## src/rtl/op_queue.sv

```systemverilog
// op_queue: pending-request FIFO between the trace parser and the DRAM
// scheduler. The rising edge of op_ready_s enqueues {opcode, address, cycle}.
// The oldest entry, its enqueue time and its age are shown combinationally.
// The scheduler pops that entry with deq.
//
// Ports
//   clk, rst_n     clock (posedge), asynchronous active-low reset
//   op_ready_s     new-op strobe; only its low->high edge is a request
//   opcode,address operation accompanying the strobe (NOP requests ignored)
//   deq            pop the head entry this cycle
//   head_*         oldest entry (all zero / NOP when empty)
//   head_age       cycle - head_time, modulo 2^TIME_WIDTH
//   count          occupancy; queue_full / queue_empty derived from it
//   overflow       sticky: a request was dropped because the queue was full

package global_defs;
  typedef enum logic [1:0] {
    NOP   = 2'd0,
    READ  = 2'd1,
    WRITE = 2'd2
  } parsed_op_t;
endpackage

module op_queue
  import global_defs::*;
#(
  parameter int DEPTH         = 16,
  parameter int ADDRESS_WIDTH = 33,
  parameter int TIME_WIDTH    = 32
) (
  input  logic                             clk,
  input  logic                             rst_n,
  input  logic                             op_ready_s,
  input  parsed_op_t                       opcode,
  input  logic [ADDRESS_WIDTH-1:0]         address,
  input  logic                             deq,
  output logic                             head_valid,
  output parsed_op_t                       head_opcode,
  output logic [ADDRESS_WIDTH-1:0]         head_address,
  output logic [TIME_WIDTH-1:0]            head_time,
  output logic [TIME_WIDTH-1:0]            head_age,
  output logic [$clog2(DEPTH+1)-1:0]       count,
  output logic                             queue_full,
  output logic                             queue_empty,
  output logic                             overflow
);

  localparam int PW = $clog2(DEPTH);
  localparam int CW = $clog2(DEPTH+1);

  // Entry storage; not reset, validity comes from r_count alone.
  parsed_op_t               r_mem_op   [DEPTH];
  logic [ADDRESS_WIDTH-1:0] r_mem_addr [DEPTH];
  logic [TIME_WIDTH-1:0]    r_mem_time [DEPTH];

  logic [PW-1:0]         r_wr_ptr, r_rd_ptr;
  logic [CW-1:0]         r_count;
  logic [TIME_WIDTH-1:0] r_cycle;
  logic                  r_strobe_prev;
  logic                  r_overflow;

  logic          w_empty, w_full, w_req, w_wr, w_deq, w_drop;
  logic [CW-1:0] w_count_nxt;

  assign w_empty = (r_count == '0);
  assign w_full  = (r_count == CW'(DEPTH));
  assign w_req   = op_ready_s && !r_strobe_prev && (opcode != NOP);
  // deq is only effective with something to pop. When the queue is full,
  // that pop frees the slot that the simultaneous request then takes.
  assign w_deq   = deq && !w_empty;
  assign w_wr    = w_req && (!w_full || deq);
  assign w_drop  = w_req && w_full && !deq;

  always_comb begin
    w_count_nxt = r_count;
    case ({w_wr, w_deq})
      2'b10:   w_count_nxt = r_count + CW'(1);
      2'b01:   w_count_nxt = r_count - CW'(1);
      default: w_count_nxt = r_count;
    endcase
  end

  always_ff @(posedge clk or negedge rst_n) begin
    if (!rst_n) begin
      r_wr_ptr      <= '0;
      r_rd_ptr      <= '0;
      r_count       <= '0;
      r_cycle       <= '0;
      r_strobe_prev <= 1'b0;
      r_overflow    <= 1'b0;
    end else begin
      r_cycle       <= r_cycle + TIME_WIDTH'(1);
      r_strobe_prev <= op_ready_s;
      r_count       <= w_count_nxt;
      if (w_wr)   r_wr_ptr   <= r_wr_ptr + PW'(1);
      if (w_deq)  r_rd_ptr   <= r_rd_ptr + PW'(1);
      if (w_drop) r_overflow <= 1'b1;
    end
  end

  always_ff @(posedge clk) begin
    if (w_wr) begin
      r_mem_op[r_wr_ptr]   <= opcode;
      r_mem_addr[r_wr_ptr] <= address;
      r_mem_time[r_wr_ptr] <= r_cycle;
    end
  end

  always_comb begin
    head_opcode  = NOP;
    head_address = '0;
    head_time    = '0;
    head_age     = '0;
    if (!w_empty) begin
      head_opcode  = r_mem_op[r_rd_ptr];
      head_address = r_mem_addr[r_rd_ptr];
      head_time    = r_mem_time[r_rd_ptr];
      // Unsigned subtraction wraps, so the age stays correct after r_cycle wraps.
      head_age     = r_cycle - r_mem_time[r_rd_ptr];
    end
  end

  assign head_valid  = !w_empty;
  assign count       = r_count;
  assign queue_full  = w_full;
  assign queue_empty = w_empty;
  assign overflow    = r_overflow;

endmodule

```

## config.mk

```make
export PLATFORM = sky130hd
export DESIGN_NAME = op_queue
export DESIGN_NICKNAME = d
export VERILOG_FILES = /design/src/rtl/op_queue.sv
export SDC_FILE = /design/constraint.sdc
export NUM_CORES = 1
export LEC_CHECK = 0
export ABC_AREA = 1
export BUFFER_PORTS_ARGS = -buffer_cell sky130_fd_sc_hd__buf_2
export CAP_MARGIN = 20
export CORE_MARGIN = 2
export CORE_UTILIZATION = 40
export DETAILED_ROUTE_END_ITERATION = 12
export SYNTH_ARGS = -nofsm -noshare
export SYNTH_HDL_FRONTEND = slang
export SYNTH_SLANG_ARGS = --single-unit
```

## constraint.sdc

```tcl
create_clock -name clk -period 11 [get_ports clk]
set_input_delay 1.1 -clock clk [delete_from_list [all_inputs] [get_ports clk]]
set_output_delay 1.1 -clock clk [all_outputs]
set_load 0.02 [all_outputs]
```

Word-level counts from Yosys, hierarchy flattened:

Memory sizes are Yosys's and may differ from the RTL's.
Index checks and enable logic that the tools add are counted.

* register bits: 47
* bits in writable memories: 1072
* output and inout port bits: 108
* logic and storage cells: 39
* memories: 3

* add/sub/neg operators: 6
* equality and inequality tests: 3
* multiplexer cells: 7
* reduce and logical (&&, ||, !) cells: 14

Memories
* r_mem_addr: words 16, width 33, rd ports 1, clocked after memory_dff 0, wr ports 1, RTL line 53 `logic [ADDRESS_WIDTH-1:0] r_mem_addr [DEPTH];`
* r_mem_time: words 16, width 32, rd ports 1, clocked after memory_dff 0, wr ports 1, RTL line 54 `logic [TIME_WIDTH-1:0] r_mem_time [DEPTH];`
* r_mem_op: words 16, width 2, rd ports 1, clocked after memory_dff 0, wr ports 1, RTL line 52 `parsed_op_t r_mem_op [DEPTH];`

Operator list (number)
* 32-bit two-way mux: 2
* 33-bit two-way mux: 1
* 32-bit by 1-bit adder with 32-bit output (second input constant): 1
* 32-bit subtractor: 1
* 5-bit case mux with 2 select lines: 1
* 4-bit by 1-bit adder with 4-bit output (second input constant): 2
* 1-bit logical AND: 6
* 5-bit by 1-bit adder with 5-bit output (second input constant): 1
* 5-bit equality test (second input constant): 1
* 5-bit logical NOT: 1
* 5-bit by 1-bit subtractor with 5-bit output (second input constant): 1
* 1-bit logical NOT: 4
* 2-bit nonzero test: 2
* 2-bit by 1-bit equality test with 1-bit output (second input constant): 1
* 2-bit equality test (second input constant): 1
* 1-bit two-way mux: 2
* 2-bit two-way mux: 1
* 1-bit logical OR: 1

Logic depth before layout (Yosys ltp):

Gate-level depths: netlist of run 1.

* depth after elaboration: 6
* gate-level depth with buffers: 23
* mapped depth without buffers: 19

Worst setup path before layout of run 1:

OpenSTA, ideal clock, no wires.

* path type: input to register
* start: input port opcode[1]
* end: memory r_mem_addr[11][0], enable pin
* library setup time: 0.492 ns
* data arrival time: 4.445 ns
* slack: 6.062 ns
* cell stages on the path: 6
* cell sequence: o21ai_0 > nor2_1 > nand2_1 > nor2_1 > inv_1 > nor2_1

* word-level cells in the longest chain between the ends: 5

Ends and longest elaborated chain
* start: declaration: RTL line 34 `input parsed_op_t opcode,`
* 2-bit nonzero test: RTL line 67 `assign w_req = op_ready_s && !r_strobe_prev && (opcode != NOP);`
* 1-bit logical AND: RTL line 67
* 1-bit logical AND: RTL line 71 `assign w_wr = w_req && (!w_full || deq);`
* 1-bit two-way mux: RTL line 102 `if (w_wr) begin`
* 1-bit two-way mux (implied by the code): RTL line 104 `r_mem_addr[r_wr_ptr] <= address;`
* end: declaration: RTL line 53

No other way between the ends.

Worst setup path in the final report of run 1:

* start: register r_rd_ptr[0]
* end: output port head_age[22]

* word-level cells in the longest chain between the ends: 3

Ends and longest elaborated chain
* start: declaration: RTL line 56 `logic [PW-1:0] r_wr_ptr, r_rd_ptr;`
* start signal: assignment: RTL line 96 `if (w_deq) r_rd_ptr <= r_rd_ptr + PW'(1);`
* memory read 16 x 32 bit
* 32-bit subtractor: RTL line 119 `head_age = r_cycle - r_mem_time[r_rd_ptr];`
* 32-bit two-way mux: RTL line 114 `if (!w_empty) begin`
* end: declaration: RTL line 41 `output logic [TIME_WIDTH-1:0] head_age,`

No other way between the ends.

==> results.json, run 1 <==
{
  "die_area_mm2": 0.119,
  "synth_compound_gate_area_share": 0.130,
  "finalMaxSlewViolations": 0,
  "crit_type": "register to primary output",
  "cts_tree": "done",
  "timing.slew.headroom": 0.182,
  "overflow": 0,
  "power.share.switching": 0.400,
  "internal_power_mw": 8.40,
  "maximum_number_of_pins_on_one_net_before_global_route_repair": 291,
  "startpoint_of_the_most_critical_setup_path": "r_rd_ptr[0]",
  "grt_pass1_wl_um": 187000,
  "power.share.clock": 0.263,
  "post-route-period-util": 0.636,
  "cts_post_setup_buffers_inserted": 0,
  "synthFlopType": "sky130_fd_sc_hd__edfxtp_1",
  "rows": 125,
  "synth.top_cell.area_share": 0.692,
  "portbufs": 146,
  "area_delta_synth_final_pct": 11.7,
  "synth_most_common_cell": "sky130_fd_sc_hd__edfxtp_1",
  "worst_setup_path_end_kind": "primary output",
  "tns_ns": 0,
  "async_flop_share": 0.0420,
  "largest_family_of_logic_cells_by_synthesized_area": "compound AO/OA/AOI/OAI gates",
  "place_hpwl_um": 63900,
  "comb_power_share": 0.379,
  "post_synth_main_area_contributors": "sky130_fd_sc_hd__edfxtp_1 69%, sky130_fd_sc_hd__o21ai_0 5.5%, sky130_fd_sc_hd__nor2_1 5.1%",
  "synthXorXnorAreaFrac": 0.00772,
  "period_needed_ns": 7.00,
  "postSynthRegisterBits": 1119,
  "mux_share_of_post_synthesis_cell_area": 0,
  "synth_area_per_cell_um2": 12.8,
  "hold_ws_ns": 0.510,
  "switching_power_mw": 5.59,
  "place_congestion": 0.882,
  "avgRoutedWirePerCell_um": 23.5,
  "cts_root_buf": "sky130_fd_sc_hd__clkbuf_16",
  "met3_usage": 0.0274,
  "ys_seq_area_frac": 0.717,
  "synth_fa_ha_area_frac": 0.0140,
  "achievable-frequency_ghz": 0.143,
  "post-route-drc-count": 0,
  "synthesized_instance_count": 3649,
  "cts_inserted_buffers": 108,
  "ctsHtreeMaxLevel": 3,
  "dpl.cell_count": 5138,
  "fin_nets": 3816,
  "r2r_setup_slack_ns": 7.07,
  "insertion_delay_ns": 0.69,
  "pwr-share-seq": 0.358,
  "cts.sink_count": 1119,
  "finished_layout_cell_area_mm2": 0.0520,
  "io-pin-count": 147,
  "clockBufferDepth": 3,
  "synthesis.yosys.warnings": 0,
  "effective_utilization_at_floorplan": 0.402,
  "fill_cells": 10300,
  "fin_util": 0.449,
  "setup_slack_ns": 4.00,
  "dp_slack_ns": 4.62,
  "drt_pass1_iterations": 5,
  "fp.dieH_um": 345,
  "vias_in_the_first_global_route": 29000,
  "drive_above_1_share": 0.118,
  "critical_path_required_ns": 9.90,
  "fin_worst_skew_ns": 0.0305,
  "chip_width_um": 345,
  "design_power_total_mw": 14.0,
  "top_usage_layer": "met2",
  "vdd_drop_max_uv": 255,
  "routed_wirelength_um": 126000,
  "met2_layer_usage_reported_by_global_route": 0.341,
  "power_density_mw_per_mm2": 269,
  "hold_buffers": 0,
  "synth-simple-area-share": 0.0905,
  "synth_top_cells_by_count": "1072 x sky130_fd_sc_hd__edfxtp_1, 635 x sky130_fd_sc_hd__nor2_1, 513 x sky130_fd_sc_hd__o21ai_0",
  "finalHoldViolations": 0,
  "placement.cell_area_mm2": 0.0485,
  "mappedNetlistNets": 3739,
  "min-delay-path-class": "register to register",
  "synth_area_mm2": 0.0465,
  "placeableCoreArea_mm2": 0.116,
  "worst_setup_hold_path_clk_slew_ns": 0.06,
  "status": "completed",
  "grt_use_total": 0.206,
  "critPathArrivalTime_ns": 5.90,
  "avgViaCountPerCell": 5.65,
  "tightest_slew_ns": 1.23,
  "drtAntennaViolNets": 0,
  "min_from": "overflow",
  "cts_repair_resize_count": 0,
  "synth_edf_count": 1072,
  "worst_setup_path_start_kind": "register",
  "cp_max_fanout": 182,
  "use_met1": 0.285,
  "timing.rr.start": "r_strobe_prev",
  "vias": 30200,
  "initial_antenna_violation_count": 11,
  "rsz0062_at_grt": "no",
  "detailedRoute.firstIterationViolations": 3629,
  "post-synth-top-area-cell": "sky130_fd_sc_hd__edfxtp_1",
  "maxCapViolCount": 0,
  "setup_viol": 0,
  "final_cell_count_without_fillers": 5340,
  "netlist-cell-type-count": 41,
  "power_leakage_nw": 17.1
}
[critical path, cell delays in order, from the launching register on]
cell	delay, ns
sky130_fd_sc_hd__dfrtp_4	0.76
sky130_fd_sc_hd__buf_12	0.32
sky130_fd_sc_hd__buf_4	0.85
sky130_fd_sc_hd__buf_12	0.65
sky130_fd_sc_hd__o21ai_0	0.23
sky130_fd_sc_hd__o22ai_1	0.20
sky130_fd_sc_hd__o211ai_1	0.12
sky130_fd_sc_hd__nand2_1	0.23
sky130_fd_sc_hd__ha_1	0.21
sky130_fd_sc_hd__fa_1	0.18
sky130_fd_sc_hd__inv_1	0.06
sky130_fd_sc_hd__nand3_1	0.09
sky130_fd_sc_hd__nand2_1	0.21
sky130_fd_sc_hd__nand2_1	0.11
sky130_fd_sc_hd__nand2_1	0.09
sky130_fd_sc_hd__nand3_1	0.09
sky130_fd_sc_hd__nand2_1	0.14
sky130_fd_sc_hd__nand2_1	0.10
sky130_fd_sc_hd__nand2_1	0.06
sky130_fd_sc_hd__nand2_1	0.05
sky130_fd_sc_hd__nand2_1	0.05
sky130_fd_sc_hd__nor2_1	0.09
sky130_fd_sc_hd__buf_2	0.16
[cell type report]
| cell class | instances | area, um^2 | area share |
|---|---|---|---|
| timing repair buffer | 200 | 1190 | 0.0230 |
| clock inverter | 53 | 505 | 0.00972 |
| tap | 1524 | 1910 | 0.0367 |
| antenna | 2 | 5.00 | 0.0000963 |
| sequential | 1119 | 33400 | 0.642 |
| clock buffer | 145 | 2980 | 0.0574 |
| inverter | 162 | 637 | 0.0122 |
| multi-input combinational | 2135 | 11400 | 0.219 |
[routing by layer]
layer,wire length (um),up-vias
met1,53800,15200
li1,-,13700
met3,8410,178
met4,2560,8
met2,60800,1094
met5,44,-
[final timing paths]
| path | endpoint | depth (start not counted) |
|---|---|---|
| max | head_age[22] | 22 |
| min | overflow | 1 |
| max reg2reg | r_mem_time[1][28] | 6 |
| min reg2reg | overflow | 1 |
| max in group asynchronous | r_rd_ptr[3] | 2 |
| min in group asynchronous | r_cycle[25] | 2 |
[power groups by stage]
stage | Combinational [mW] | Sequential [mW] | Clock, mW
after floorplan | 3.68 | 4.99 | 0
after global placement | 5.22 | 5.12 | 0
after detailed placement | 5.25 | 5.12 | 0
after CTS | 5.27 | 5.03 | 3.73
after global routing | 5.78 | 5.02 | 3.88
final | 5.30 | 5.00 | 3.68
[layout by cell type, fill, tap and decap left out, types with 4 or more instances in the layout]
master / instances
sky130_fd_sc_hd__inv_1: 128
sky130_fd_sc_hd__nor3_1: 13
sky130_fd_sc_hd__edfxtp_1: 1072
sky130_fd_sc_hd__nand3_1: 91
sky130_fd_sc_hd__o211ai_1: 80
sky130_fd_sc_hd__inv_2: 30
sky130_fd_sc_hd__clkinv_1: 17
sky130_fd_sc_hd__nand2_1: 253
sky130_fd_sc_hd__nor2_4: 19
sky130_fd_sc_hd__clkbuf_1: 24
sky130_fd_sc_hd__o221ai_1: 183
sky130_fd_sc_hd__o21ai_0: 513
sky130_fd_sc_hd__nand4_1: 10
sky130_fd_sc_hd__o21bai_1: 7
sky130_fd_sc_hd__clkbuf_8: 12
sky130_fd_sc_hd__xnor2_1: 14
sky130_fd_sc_hd__buf_2: 146
sky130_fd_sc_hd__bufinv_16: 9
sky130_fd_sc_hd__dfrtp_4: 4
sky130_fd_sc_hd__inv_6: 5
sky130_fd_sc_hd__dfrtp_1: 43
sky130_fd_sc_hd__a21oi_1: 91
sky130_fd_sc_hd__clkbuf_16: 109
sky130_fd_sc_hd__ha_1: 49
sky130_fd_sc_hd__o21ai_1: 43
sky130_fd_sc_hd__nor2_2: 24
sky130_fd_sc_hd__o22ai_1: 80
sky130_fd_sc_hd__clkinv_2: 20
sky130_fd_sc_hd__buf_4: 50
sky130_fd_sc_hd__nor2_1: 618
sky130_fd_sc_hd__xor2_1: 27
[logic make-up (layout without fill, tap and decap cells)]
logic type,count (synthesis),count (layout)
compound gates,1001,1001
other cells,0,2
buf+inv,395,560
fa+ha+maj,51,51
simple gates,1042,1042
flops,1119,1119
xor+xnor,41,41
[flip-flops by register name (all words and copies together), names as in the netlist]
name / count
r_mem_addr: 528
r_mem_time: 512
r_cycle: 32
r_mem_op: 32
count: 5
r_rd_ptr: 4
r_wr_ptr: 4
overflow: 1
r_strobe_prev: 1
Note: power is estimated with default switching activity, not from simulation.
==> run 2: changes to the inputs <==
==> constraint.sdc (replaced) <==
create_clock -name clk -period 6.2 [get_ports clk]
set_input_delay 0.62 -clock clk [delete_from_list [all_inputs] [get_ports clk]]
set_output_delay 0.62 -clock clk [all_outputs]
set_load 0.02 [all_outputs]
==> results.json, run 2 (synthesis results as in run 1) <==
{
  "insertion_delay_ns": 0.69,
  "die_area_mm2": 0.119,
  "vias_in_the_first_global_route": 29200,
  "largest_register_ff_count": 528,
  "tightest_slew_ns": 1.11,
  "post-route-drc-count": 0,
  "rows": 125,
  "highest_count_cells_in_the_layout_ignoring_fill_and_taps": "1072 x sky130_fd_sc_hd__edfxtp_1, 618 x sky130_fd_sc_hd__nor2_1, 513 x sky130_fd_sc_hd__o21ai_0",
  "power_leakage_nw": 17.2,
  "critical_path_required_ns": 5.58,
  "cts_repair_resize_count": 0,
  "dp_slack_ns": 1.34,
  "drt_pass1_iterations": 7,
  "fin_worst_skew_ns": 0.0226,
  "drive_above_1_share": 0.120,
  "overflow": 0,
  "cts_tree": "done",
  "detailedRoute.firstIterationViolations": 2885,
  "final_common_cell": "sky130_fd_sc_hd__edfxtp_1",
  "chip_width_um": 345,
  "fin_nets": 3823,
  "timing.slew.headroom": 0.258,
  "maximum_number_of_pins_on_one_net_before_global_route_repair": 283,
  "maxCapViolCount": 0,
  "avgRoutedWirePerCell_um": 23.5,
  "grt_use_total": 0.206,
  "portbufs": 146,
  "avgViaCountPerCell": 5.63,
  "place_congestion": 0.881,
  "status": "completed",
  "cts_root_buf": "sky130_fd_sc_hd__clkbuf_16",
  "fin_util": 0.451,
  "finalHoldViolations": 0,
  "post-route-period-util": 0.899,
  "effective_utilization_at_floorplan": 0.402,
  "achievable-frequency_ghz": 0.179,
  "critPathArrivalTime_ns": 4.96,
  "area_delta_synth_final_pct": 12.2,
  "placeableCoreArea_mm2": 0.116,
  "place_hpwl_um": 64400,
  "cts_post_setup_buffers_inserted": 0,
  "routed_wirelength_um": 126000,
  "vdd_drop_max_uv": 490,
  "clockBufferDepth": 3,
  "tns_ns": 0,
  "top_regs": "r_mem_addr: 528 flops, r_mem_time: 512 flops",
  "grt_pass1_wl_um": 186000,
  "period_needed_ns": 5.58,
  "rsz0062_at_grt": "no",
  "crit_type": "register to primary output",
  "cts_inserted_buffers": 110,
  "worst_setup_path_start_kind": "register",
  "fp.dieH_um": 345,
  "max_flop_register": "r_mem_addr",
  "cts.sink_count": 1119,
  "cp_max_fanout": 83,
  "hold_buffers": 0,
  "vias": 30200,
  "min-delay-path-class": "input pin to register",
  "worst_setup_path_end_kind": "primary output",
  "finalMaxSlewViolations": 0,
  "worst_setup_hold_path_clk_slew_ns": 0.06,
  "initial_antenna_violation_count": 8,
  "io-pin-count": 147,
  "setup_slack_ns": 0.623,
  "power_density_mw_per_mm2": 477,
  "ctsHtreeMaxLevel": 3,
  "setup_viol": 0,
  "drtAntennaViolNets": 0
}
-- run 2: changes by cell type in the layout (fill, tap and decap cells not counted), moves of 4 or more --
cell	previous run	this run
sky130_fd_sc_hd__clkinv_1	17	21
sky130_fd_sc_hd__clkinv_8	0	4
sky130_fd_sc_hd__buf_4	50	45
sky130_fd_sc_hd__buf_12	3	14
sky130_fd_sc_hd__clkbuf_8	12	5
-- run 2: worst max-delay path, cell delays in order (launching register included) --
cell and delay [ns]:
sky130_fd_sc_hd__dfrtp_4 0.83, sky130_fd_sc_hd__inv_8 0.34, sky130_fd_sc_hd__buf_4 0.38, sky130_fd_sc_hd__o21ai_1 0.13, sky130_fd_sc_hd__o22ai_1 0.09, sky130_fd_sc_hd__o211ai_1 0.23, sky130_fd_sc_hd__nand2_1 0.17, sky130_fd_sc_hd__ha_1 0.24
sky130_fd_sc_hd__fa_1 0.38, sky130_fd_sc_hd__inv_1 0.09, sky130_fd_sc_hd__nand3_1 0.07, sky130_fd_sc_hd__nand2_1 0.25, sky130_fd_sc_hd__nand2_1 0.09, sky130_fd_sc_hd__nand2_1 0.12, sky130_fd_sc_hd__nand3_1 0.08, sky130_fd_sc_hd__nand2_1 0.16
sky130_fd_sc_hd__nand2_1 0.10, sky130_fd_sc_hd__nand3_1 0.09, sky130_fd_sc_hd__nand2_1 0.05, sky130_fd_sc_hd__nor2_1 0.11, sky130_fd_sc_hd__buf_2 0.17
-- run 2: worst paths after layout --
check | start | to | cells past startpoint | slack, ns
min in group asynchronous | rst_n | r_rd_ptr[1] | 2 | 0.12
max in group asynchronous | rst_n | r_rd_ptr[2] | 2 | 5.43
worst min-delay path | op_ready_s | r_strobe_prev | 1 | 0.04
worst max register to register | count[0] | count[4] | 16 | 2.13
worst max-delay path | r_rd_ptr[1] | head_age[30] | 20 | 0.62
worst min register to register | overflow | overflow | 1 | 0.49
-- run 2: where the power goes --
group	switching, mW	internal, mW	leakage [nW]
clock	2.84	3.75	1.74
sequential	0.287	8.58	9.75
combinational	6.88	2.59	5.68
-- run 2: metal layers --
| metal | wire length (um) | global-route usage |
|---|---|---|
| met4 | 4310 | 0.0793 |
| met5 | 13 | 0 |
| met3 | 7890 | 0.0274 |
| met1 | 53700 | 0.280 |
| met2 | 59900 | 0.337 |
-- run 2: area by class of cell --
cell class              instances  area, um^2
fillers                     10400       63500
inverters                     162         637
flip-flops and latches       1119       33400
well taps                    1524        1910
multi-input cells            2135       11400
diodes                          5        12.5
clock inverters                66         646
clock buffers                 139        2910
repair buffers                205        1350
-- run 2: through the flow --
stage	cells	hold WS (ns)	area [um^2]	total power, mW
after floorplan	3649	0.324	46500	15.4
after global placement	5143	0.490	48600	18.4
after CTS	5349	0.00476	52200	25.0
after global routing	5353	0.0378	52200	26.1
final	5355	0.0445	52200	24.9
after detailed placement	5144	0.487	48600	18.5
